`config.mk`:
```
export PLATFORM = sky130hd
export DESIGN_NAME = mux_sel_ctrl_flat
export DESIGN_NICKNAME = d
export VERILOG_FILES = /design/src/rtl/mux_sel_ctrl_pkg.sv /design/src/rtl/mux_sel_ctrl_if.sv /design/src/rtl/mux_sel_ctrl_rr_pick4.sv /design/src/rtl/mux_sel_ctrl.sv /design/src/flat_wrapper.sv
export SDC_FILE = /design/constraint.sdc
export NUM_CORES = 1
export LEC_CHECK = 0
export ABC_AREA = 0
export CORE_ASPECT_RATIO = 2
export CORE_MARGIN = 2
export CORE_UTILIZATION = 25
export DETAILED_ROUTE_END_ITERATION = 16
export MAX_ROUTING_LAYER = met4
export PLACE_DENSITY = 0.51
export SLEW_MARGIN = 20
export SYNTH_ARGS = -nofsm -noshare
export SYNTH_HDL_FRONTEND = slang
export SYNTH_HIERARCHICAL = 1
export SYNTH_SLANG_ARGS = --single-unit
```
`constraint.sdc`:
```
create_clock -name clk -period 1.9 [get_ports clk]
set_input_delay 0.38 -clock clk [delete_from_list [all_inputs] [get_ports clk]]
set_output_delay 0.38 -clock clk [all_outputs]
set_load 0.03 [all_outputs]
```
`src/rtl/mux_sel_ctrl_pkg.sv`:
```
`default_nettype none
// ---------------------------------------------------------------------------
// mux_sel_ctrl_pkg : shared state encodings and channel count
// Rev 1.0
// ---------------------------------------------------------------------------
package mux_sel_ctrl_pkg;

  localparam int NCH = 4;

  typedef enum logic [1:0] {
    ST_IDLE  = 2'd0,
    ST_GRANT = 2'd1,
    ST_GAP   = 2'd2
  } state_t;

endpackage : mux_sel_ctrl_pkg
`default_nettype wire

```
`src/rtl/mux_sel_ctrl_if.sv`:
```
`default_nettype none
// ---------------------------------------------------------------------------
// mux_sel_ctrl_if : request/select bundle between arbiter and mux consumer
// Rev 1.0
// ---------------------------------------------------------------------------
interface mux_sel_ctrl_if;
  import mux_sel_ctrl_pkg::*;

  logic [NCH-1:0] req;
  logic           done;
  logic           s1;
  logic           s0;
  logic           valid;
  logic [NCH-1:0] grant;
  logic           timeout;

  modport master (
    input  req,
    input  done,
    output s1,
    output s0,
    output valid,
    output grant,
    output timeout
  );

  modport slave (
    output req,
    output done,
    input  s1,
    input  s0,
    input  valid,
    input  grant,
    input  timeout
  );
endinterface : mux_sel_ctrl_if
`default_nettype wire

```
`src/rtl/mux_sel_ctrl_rr_pick4.sv`:
```
`default_nettype none
// ---------------------------------------------------------------------------
// rr_pick4 : combinational round-robin pick, search starts at last+1
// Rev 1.0
// ---------------------------------------------------------------------------
module rr_pick4 (
  input  wire logic [3:0] req,
  input  wire logic [1:0] last,
  output logic            any,
  output logic [1:0]      win
);

  logic [1:0] w_cand;

  // Walk candidates from farthest to nearest so the nearest requester wins.
  always_comb begin
    any    = |req;
    win    = last;
    w_cand = last;
    for (int i = 4; i >= 1; i--) begin
      w_cand = last + 2'(i);
      if (req[w_cand]) win = w_cand;
    end
  end

endmodule : rr_pick4
`default_nettype wire

```
`src/rtl/mux_sel_ctrl.sv`:
```
`default_nettype none
// ---------------------------------------------------------------------------
// mux_sel_ctrl : round-robin 4:1 mux select generator with dwell limit and gap
// Rev 1.0
// ---------------------------------------------------------------------------
module mux_sel_ctrl
  import mux_sel_ctrl_pkg::*;
#(
  parameter int DWELL   = 4,
  parameter int DWELL_W = 4
) (
  input  wire logic       clk,
  input  wire logic       rst_n,
  mux_sel_ctrl_if.master  bus
);

  localparam logic [DWELL_W-1:0] C_CNT_LOAD = DWELL_W'(DWELL - 1);

  state_t             r_state;
  state_t             w_state_nxt;
  logic [1:0]         r_sel,   w_sel_nxt;
  logic [NCH-1:0]     r_grant, w_grant_nxt;
  logic               r_to,    w_to_nxt;
  logic [DWELL_W-1:0] r_cnt,   w_cnt_nxt;
  logic [1:0]         r_last,  w_last_nxt;

  logic               w_any;
  logic [1:0]         w_win;
  logic               w_end;

  rr_pick4 u_pick (
    .req  (bus.req),
    .last (r_last),
    .any  (w_any),
    .win  (w_win)
  );

  // Priority order matters only for timeout: done or a dropped request wins.
  assign w_end = bus.done || !bus.req[r_last] || (r_cnt == '0);

  always_ff @(posedge clk) begin
    if (!rst_n) begin
      r_state <= ST_IDLE;
      r_sel   <= 2'b00;
      r_grant <= '0;
      r_to    <= 1'b0;
      r_cnt   <= '0;
      r_last  <= 2'd3;
    end else begin
      r_state <= w_state_nxt;
      r_sel   <= w_sel_nxt;
      r_grant <= w_grant_nxt;
      r_to    <= w_to_nxt;
      r_cnt   <= w_cnt_nxt;
      r_last  <= w_last_nxt;
    end
  end

  always_comb begin
    w_state_nxt = r_state;
    case (r_state)
      ST_IDLE:  if (w_any) w_state_nxt = ST_GRANT;
      ST_GRANT: if (w_end) w_state_nxt = ST_GAP;
      ST_GAP:   w_state_nxt = w_any ? ST_GRANT : ST_IDLE;
      default:  w_state_nxt = ST_IDLE;
    endcase
  end

  always_comb begin
    w_sel_nxt   = r_sel;
    w_grant_nxt = '0;
    w_to_nxt    = 1'b0;
    w_cnt_nxt   = r_cnt;
    w_last_nxt  = r_last;
    case (r_state)
      ST_IDLE, ST_GAP: begin
        if (w_any) begin
          w_sel_nxt   = w_win;
          w_grant_nxt = 4'b0001 << w_win;
          w_cnt_nxt   = C_CNT_LOAD;
          w_last_nxt  = w_win;
        end
      end
      ST_GRANT: begin
        if (!w_end) begin
          w_grant_nxt = r_grant;
          w_cnt_nxt   = r_cnt - 1'b1;
        end else begin
          w_to_nxt = !bus.done && bus.req[r_last];
        end
      end
      default: ;
    endcase
  end

  assign bus.s1      = r_sel[1];
  assign bus.s0      = r_sel[0];
  assign bus.valid   = (r_state == ST_GRANT);
  assign bus.grant   = r_grant;
  assign bus.timeout = r_to;

endmodule : mux_sel_ctrl
`default_nettype wire
```
`src/flat_wrapper.sv`:
```
// flat-port wrapper written by rule: the top's interface ports become plain ports
module mux_sel_ctrl_flat import mux_sel_ctrl_pkg::*;
#(
  parameter int DWELL   = 4,
  parameter int DWELL_W = 4
)
  (clk, rst_n, bus_req, bus_done, bus_s1, bus_s0, bus_valid, bus_grant, bus_timeout);
  mux_sel_ctrl_if bus_i ();
  input  wire logic clk;
  input  wire logic rst_n;
  input wire logic [$bits(bus_i.req)-1:0] bus_req;
  input wire logic [$bits(bus_i.done)-1:0] bus_done;
  output wire logic [$bits(bus_i.s1)-1:0] bus_s1;
  output wire logic [$bits(bus_i.s0)-1:0] bus_s0;
  output wire logic [$bits(bus_i.valid)-1:0] bus_valid;
  output wire logic [$bits(bus_i.grant)-1:0] bus_grant;
  output wire logic [$bits(bus_i.timeout)-1:0] bus_timeout;
  assign bus_i.req = bus_req;
  assign bus_i.done = bus_done;
  assign bus_s1 = bus_i.s1;
  assign bus_s0 = bus_i.s0;
  assign bus_valid = bus_i.valid;
  assign bus_grant = bus_i.grant;
  assign bus_timeout = bus_i.timeout;
  mux_sel_ctrl #(.DWELL(DWELL), .DWELL_W(DWELL_W)) u_core (.clk(clk), .rst_n(rst_n), .bus(bus_i));
endmodule
```
# After elaboration in Yosys (flattened, before gate mapping)
# Index checks and enable logic that the tools add are counted.
# Widths: inputs -> output; s select.
# word_totals
elab_cells,56
register_bits,15
# classes
n_shift,1
n_lt_le_gt_ge,4
n_eq_ne,6
reduce_logical,14
n_mux,21
addsub,4
# ops
cell,n
$mux 4,4
$pmux 4 s2,2
$lt 2x3->1 const B,4
$mux 2,5
$bmux 1 s2,4
$ne 2x1->1 const B,3
$pmux 2 s3,1
$reduce_and 3->1,2
$mux 1,5
$add 2x2->2 const B,2
$logic_not 4->1,1
$reduce_and 2->1,2
$reduce_or 4->1,1
$shl 1x2->4 const A,1
$sub 4x1->4 const B,1
$add 2x1->2 const B,1
$eq 2x1->1 const B,1
$eq 2x2->1 const B,1
$logic_not 1->1,2
$logic_not 2->1,1
$logic_or 1x1->1,2
$ne 2x2->1 const B,1
$reduce_bool 2->1,1
$reduce_or 2->1,1
$logic_and 1x1->1,1

# Logic depth before layout (Yosys ltp)
# Gate-level depths: netlist of the first run.
# depth
word_depth,9
ltp_mapped,7

# Modules after synthesis
# The synthesis of the first run kept the hierarchy.
# modules_own_cells
module,area_per_inst_um2,seq_area_each_um2,instances,cells_per_inst
mux_sel_ctrl,675.6,300.3,1,76
rr_pick4,72.6,0.0,1,14

# Worst setup path after synthesis of the first run
# Ideal clock, no wire load.
# synth_timing
path_type,register to register
from,reg u_core.r_cnt[0]
to,reg u_core.r_cnt[3]
stages_incl_launch_ff,8
n_path_buf,1
t_required_ns,1.785
t_arrival_ns,1.508
setup_ns,0.115
path_slack_ns,0.277
synth_period_minus_slack_ns,1.623
cell_sequence,dfxtp_1 > inv_1 > ha_1 > or3b_4 > and2_4 > buf_6 > and4b_1 > o21a_1
# synth_via
elab_chain_len,4
# synth_lines
item,line_no,text
from (decl),mux_sel_ctrl.sv:24,"logic [DWELL_W-1:0] r_cnt, w_cnt_nxt;"
from (signal assigned),mux_sel_ctrl.sv:54,r_cnt <= w_cnt_nxt;
"parallel branches: the longest is 4 deep, another holds $sub 4x1->4",n/a,
# Parallel ways; which one is timed is not known. The select of a mux whose other input is x is not followed.
# A chain may end at the register's enable or synchronous reset.

# Final worst setup path of the first run
# layout_timing
from,in bus_req[2]
to,reg u_core.r_cnt[1]
# layout_lines
item,line_no,text
from (decl),flat_wrapper.sv:11,input wire logic [$bits(bus_i.req)-1:0] bus_req;
$reduce_or 4->1,mux_sel_ctrl_rr_pick4.sv:17,any = |req;
via u_core.w_any,mux_sel_ctrl.sv:27,logic w_any;
$ne 2x1->1 (no source line),n/a,
$reduce_and 3->1 (no source line),n/a,
# The timed path passes the listed nets, and every way through them passes these cells. The select of a mux whose other input is x is not followed.

==> key figures, run 1 <==
Outcome
  – Run status: finished, final reports clean

CTS
  – CTS hold repair buffers: 0
  – CTS tree: built
  – Clock latency on the worst-skew pair: 240 ps
  – Total CTS buffers: 3
  – H-tree Lvls: 1
  – CTS clk-pin slew, worst paths: 60 ps
  – Clock Path Buffers: 2
  – Clock root buffer: clkbuf_8
  – Clk sinks: 15
  – Setup repair bufs after CTS: 0

Pwr
  – Worst vdd ir: 429.5 µV
  – PwrDens: 890.9 mW/mm²
  – Leakage power: 0.4011 nW

Drt
  – DRT Pass-1 Iters: 5
  – Antenna Nets Post-Route: 0
  – DRT iter0 DRCs: 19
  – Vias/cell: 4.993
  – WL per Instance: 12.87 µm
  – DRC violations left: 0
  – DR vias: 674
  – DRT Wirelength: 1737 µm

STA
  – Max Slew Vio Count: 0
  – Period utilization: 89.08%
  – Fmax: 0.5908 GHz
  – Final setup violation count: 0
  – Sum Neg Setup Slack: 0 ps
  – Final Hold Fails: 0
  – Hold_ws: 457.3 ps
  – Slew margin rel.: 77.26%
  – Final setup skew: 2.952 ps
  – Measured slew at the worst slew-check pin: 340.7 ps
  – RSZ-0062 raised after global routing: false
  – Minimum clock period after layout: 1693 ps

Floorplan
  – Core area: 0.002908 mm²
  – Cell row count: 28
  – I/O pins: 15
  – Initial Utilization: 25.73%
  – Chip width: 42.69 µm
  – Die height: 81.37 µm
  – Die footprint: 0.003473 mm²

Critical path
  – Crit-path cells: clkdlybuf4s50_1, nor2_1, nand2_1, nand2b_1, a21boi_2, mux2i_1
  – Max stage delay on crit path: 470 ps
  – Crit path launch type: input port
  – Slowest CP cell: clkdlybuf4s50_1
  – CP max FO: 8
  – Arr. time, crit path: 1860 ps
  – Critical Path RT: 2070 ps
  – Setup CP Type: input port to flop
  – Element type at the critical path end: flop

Logic synthesis
  – Synth Area in Adders: 3.344%
  – Synth area leaders: dfxtp_1, nand2_1, a21oi_1, mux2i_1, nor2_1
  – Seq cells post-synth: 15
  – Synthesized Nets: 99
  – Cells after Synth: 90
  – Netlist Area Pre-Place: 748.2 µm²
  – Most area-hungry cell type in the Yosys netlist: dfxtp_1
  – Xor and xnor area share after synthesis: 0%
  – Synth top area share: 40.13%
  – Seq/Total Area, Yosys: 40.13%
  – Compound-Gate Fraction of Synth Area: 18.56%
  – Yosys warning total: 6
  – Syn_area_per_cell: 8.314 µm²
  – Netlist cell types: 29
  – Post-synthesis mux area share: 5.351%
  – Largest family of logic cells by synthesized area: simple AND/OR/NAND/NOR gates
  – Area share of and/or/nand/nor cells after synthesis: 26.92%

Global route
  – Largest net degree at the start of global routing: 13
  – Initial antenna violation count: 0
  – Total GRT Usage: 11.25%
  – Vias in the first global route: 635
  – GR Overflow Total: 0
  – First-pass GRT wire length: 2898 µm

Place
  – Buffers added on ports: 14
  – HPWL after DPL: 1319 µm
  – Cells after DPL: 131
  – GP Congestion: 0.7511
  – Post-DP Area: 909.6 µm²

Layout
  – Non-Filler Instances: 135
  – Layout cells sized above 1: 8.571%
  – Area grow syn2layout: 27.42%
  – N_diodes: 0
  – Design area: 953.4 µm²
  – Nets: 115
  – Fill cell count: 322

Flow run
  – MaxCap Viol Count: 0

Worst hold path
  – Min-delay worst type: flop to flop
cell usage in the layout, fill, tap and decap left out:
| cell | count |
|---|---|
| nand2b_1 | 3 |
| and3_1 | 1 |
| a31oi_1 | 5 |
| a21boi_1 | 1 |
| a32oi_1 | 2 |
| nand2_1 | 14 |
| a31o_1 | 1 |
| or3b_4 | 1 |
| ha_1 | 2 |
| nand3b_1 | 2 |
| clkbuf_8 | 3 |
| nand4b_1 | 1 |
| inv_1 | 5 |
| a21boi_2 | 1 |
| o21a_1 | 1 |
| and2_4 | 1 |
| mux2i_1 | 4 |
| dlygate4sd2_1 | 1 |
| and2b_1 | 1 |
| nor3b_1 | 1 |
| nor2_1 | 9 |
| clkbuf_1 | 1 |
| buf_4 | 1 |
| clkdlybuf4s50_1 | 13 |
| nor3_1 | 3 |
| a21oi_1 | 8 |
| dfxtp_1 | 15 |
| and4b_1 | 1 |
| o22ai_1 | 1 |
| a21oi_2 | 1 |
| or2_2 | 1 |
area by class of cell:
type,instances,area (µm²),share of cell area (%)
timing repair buffer,15,146.4,15.35
multi-input combinational,66,405.4,42.52
sequential,15,300.3,31.50
tap,30,37.54,3.937
inverter,5,18.77,1.969
clock buffer,4,45.04,4.724
cell usage after synthesis, drive strengths merged:
library cell / n
nand4b: 1
or3b: 1
nand2: 14
a21boi: 2
mux2i: 4
or2: 1
nand3b: 2
inv: 5
and2: 1
a31oi: 5
and3: 1
and4b: 1
a21oi: 9
a31o: 1
buf: 2
nor3: 3
nor3b: 1
ha: 2
nand2b: 3
a32oi: 2
dfxtp: 15
clkbuf: 2
o22ai: 1
and2b: 1
nor2: 9
o21a: 1
through the flow:
stage          utilization [%]  setup slack, ps  total power, W
6_report                 32.79            207.5       0.0008494
5_1_grt                  32.79            67.07       0.0009058
4_1_cts                  32.79            194.0       0.0008608
3_5_place_dp             31.28           -54.44       0.0006081
3_3_place_gp             31.28           -29.68       0.0006058
2_1_floorplan                -            277.4       0.0005301
cells by family after synthesis:
kind of cell / Yosys count
AND/OR/NAND/NOR: 39
AO/OA/AOI/OAI: 21
flip-flops: 15
buffers and inverters: 9
multiplexers: 4
adder cells (fa/ha/maj): 2
path summary, 6_finish.rpt:
check                  start              end  slack [ps]  cells past startpoint
max               bus_req[2]  u_core/r_cnt[1]         210                      6
min reg2reg  u_core/r_sel[0]  u_core/r_sel[0]         460                      2
min          u_core/r_sel[0]  u_core/r_sel[0]         460                      2
max reg2reg  u_core/r_cnt[0]  u_core/r_cnt[1]         240                      6
flip-flops by register name, summed over array words and instances, names as in the netlist:
register            cells
u_core/bus.timeout      1
u_core/bus.grant        4
u_core/r_last           2
u_core/r_state          2
u_core/r_sel            2
u_core/r_cnt            4
metal layers:
layer / up-vias / global-route usage, % / part of all wire (%)
met5: - / - / 0
met4: 0 / 7.500 / 2.2
li1: 342 / - / -
met2: 20 / 20.15 / 54
met3: 4 / 1.556 / 4.8
met1: 308 / 10.83 / 38
repair_timing:
action	in CTS	in global routing
resized for setup	1	0
hold endpoints to repair	0	0
setup endpoints to repair	1	0
worst max-delay path, delay by kind of cell:
family	cells	cell delay (ps)
AOI/OAI and AO/OA	1	300
buffers and inverters	1	470
muxes	1	200
and+or+nand+nor	3	510
where the power goes:
| group | leakage (nW) | total, W | switching [W] | internal [W] |
|---|---|---|---|---|
| Clock | 0.0228 | 0.000251 | 0.000103 | 0.000148 |
| Combinational | 0.255 | 0.000229 | 0.000130 | 0.0000989 |
| Sequential | 0.124 | 0.000370 | 0.0000262 | 0.000344 |
Note: power is estimated with default switching activity, not from simulation.
==> run 2: changes to the inputs <==
Settings changed: ABC_AREA 0 to unset.
==> results of run 2 <==
Same layout as run 1: the final DEF is identical, and so are final timing and power.
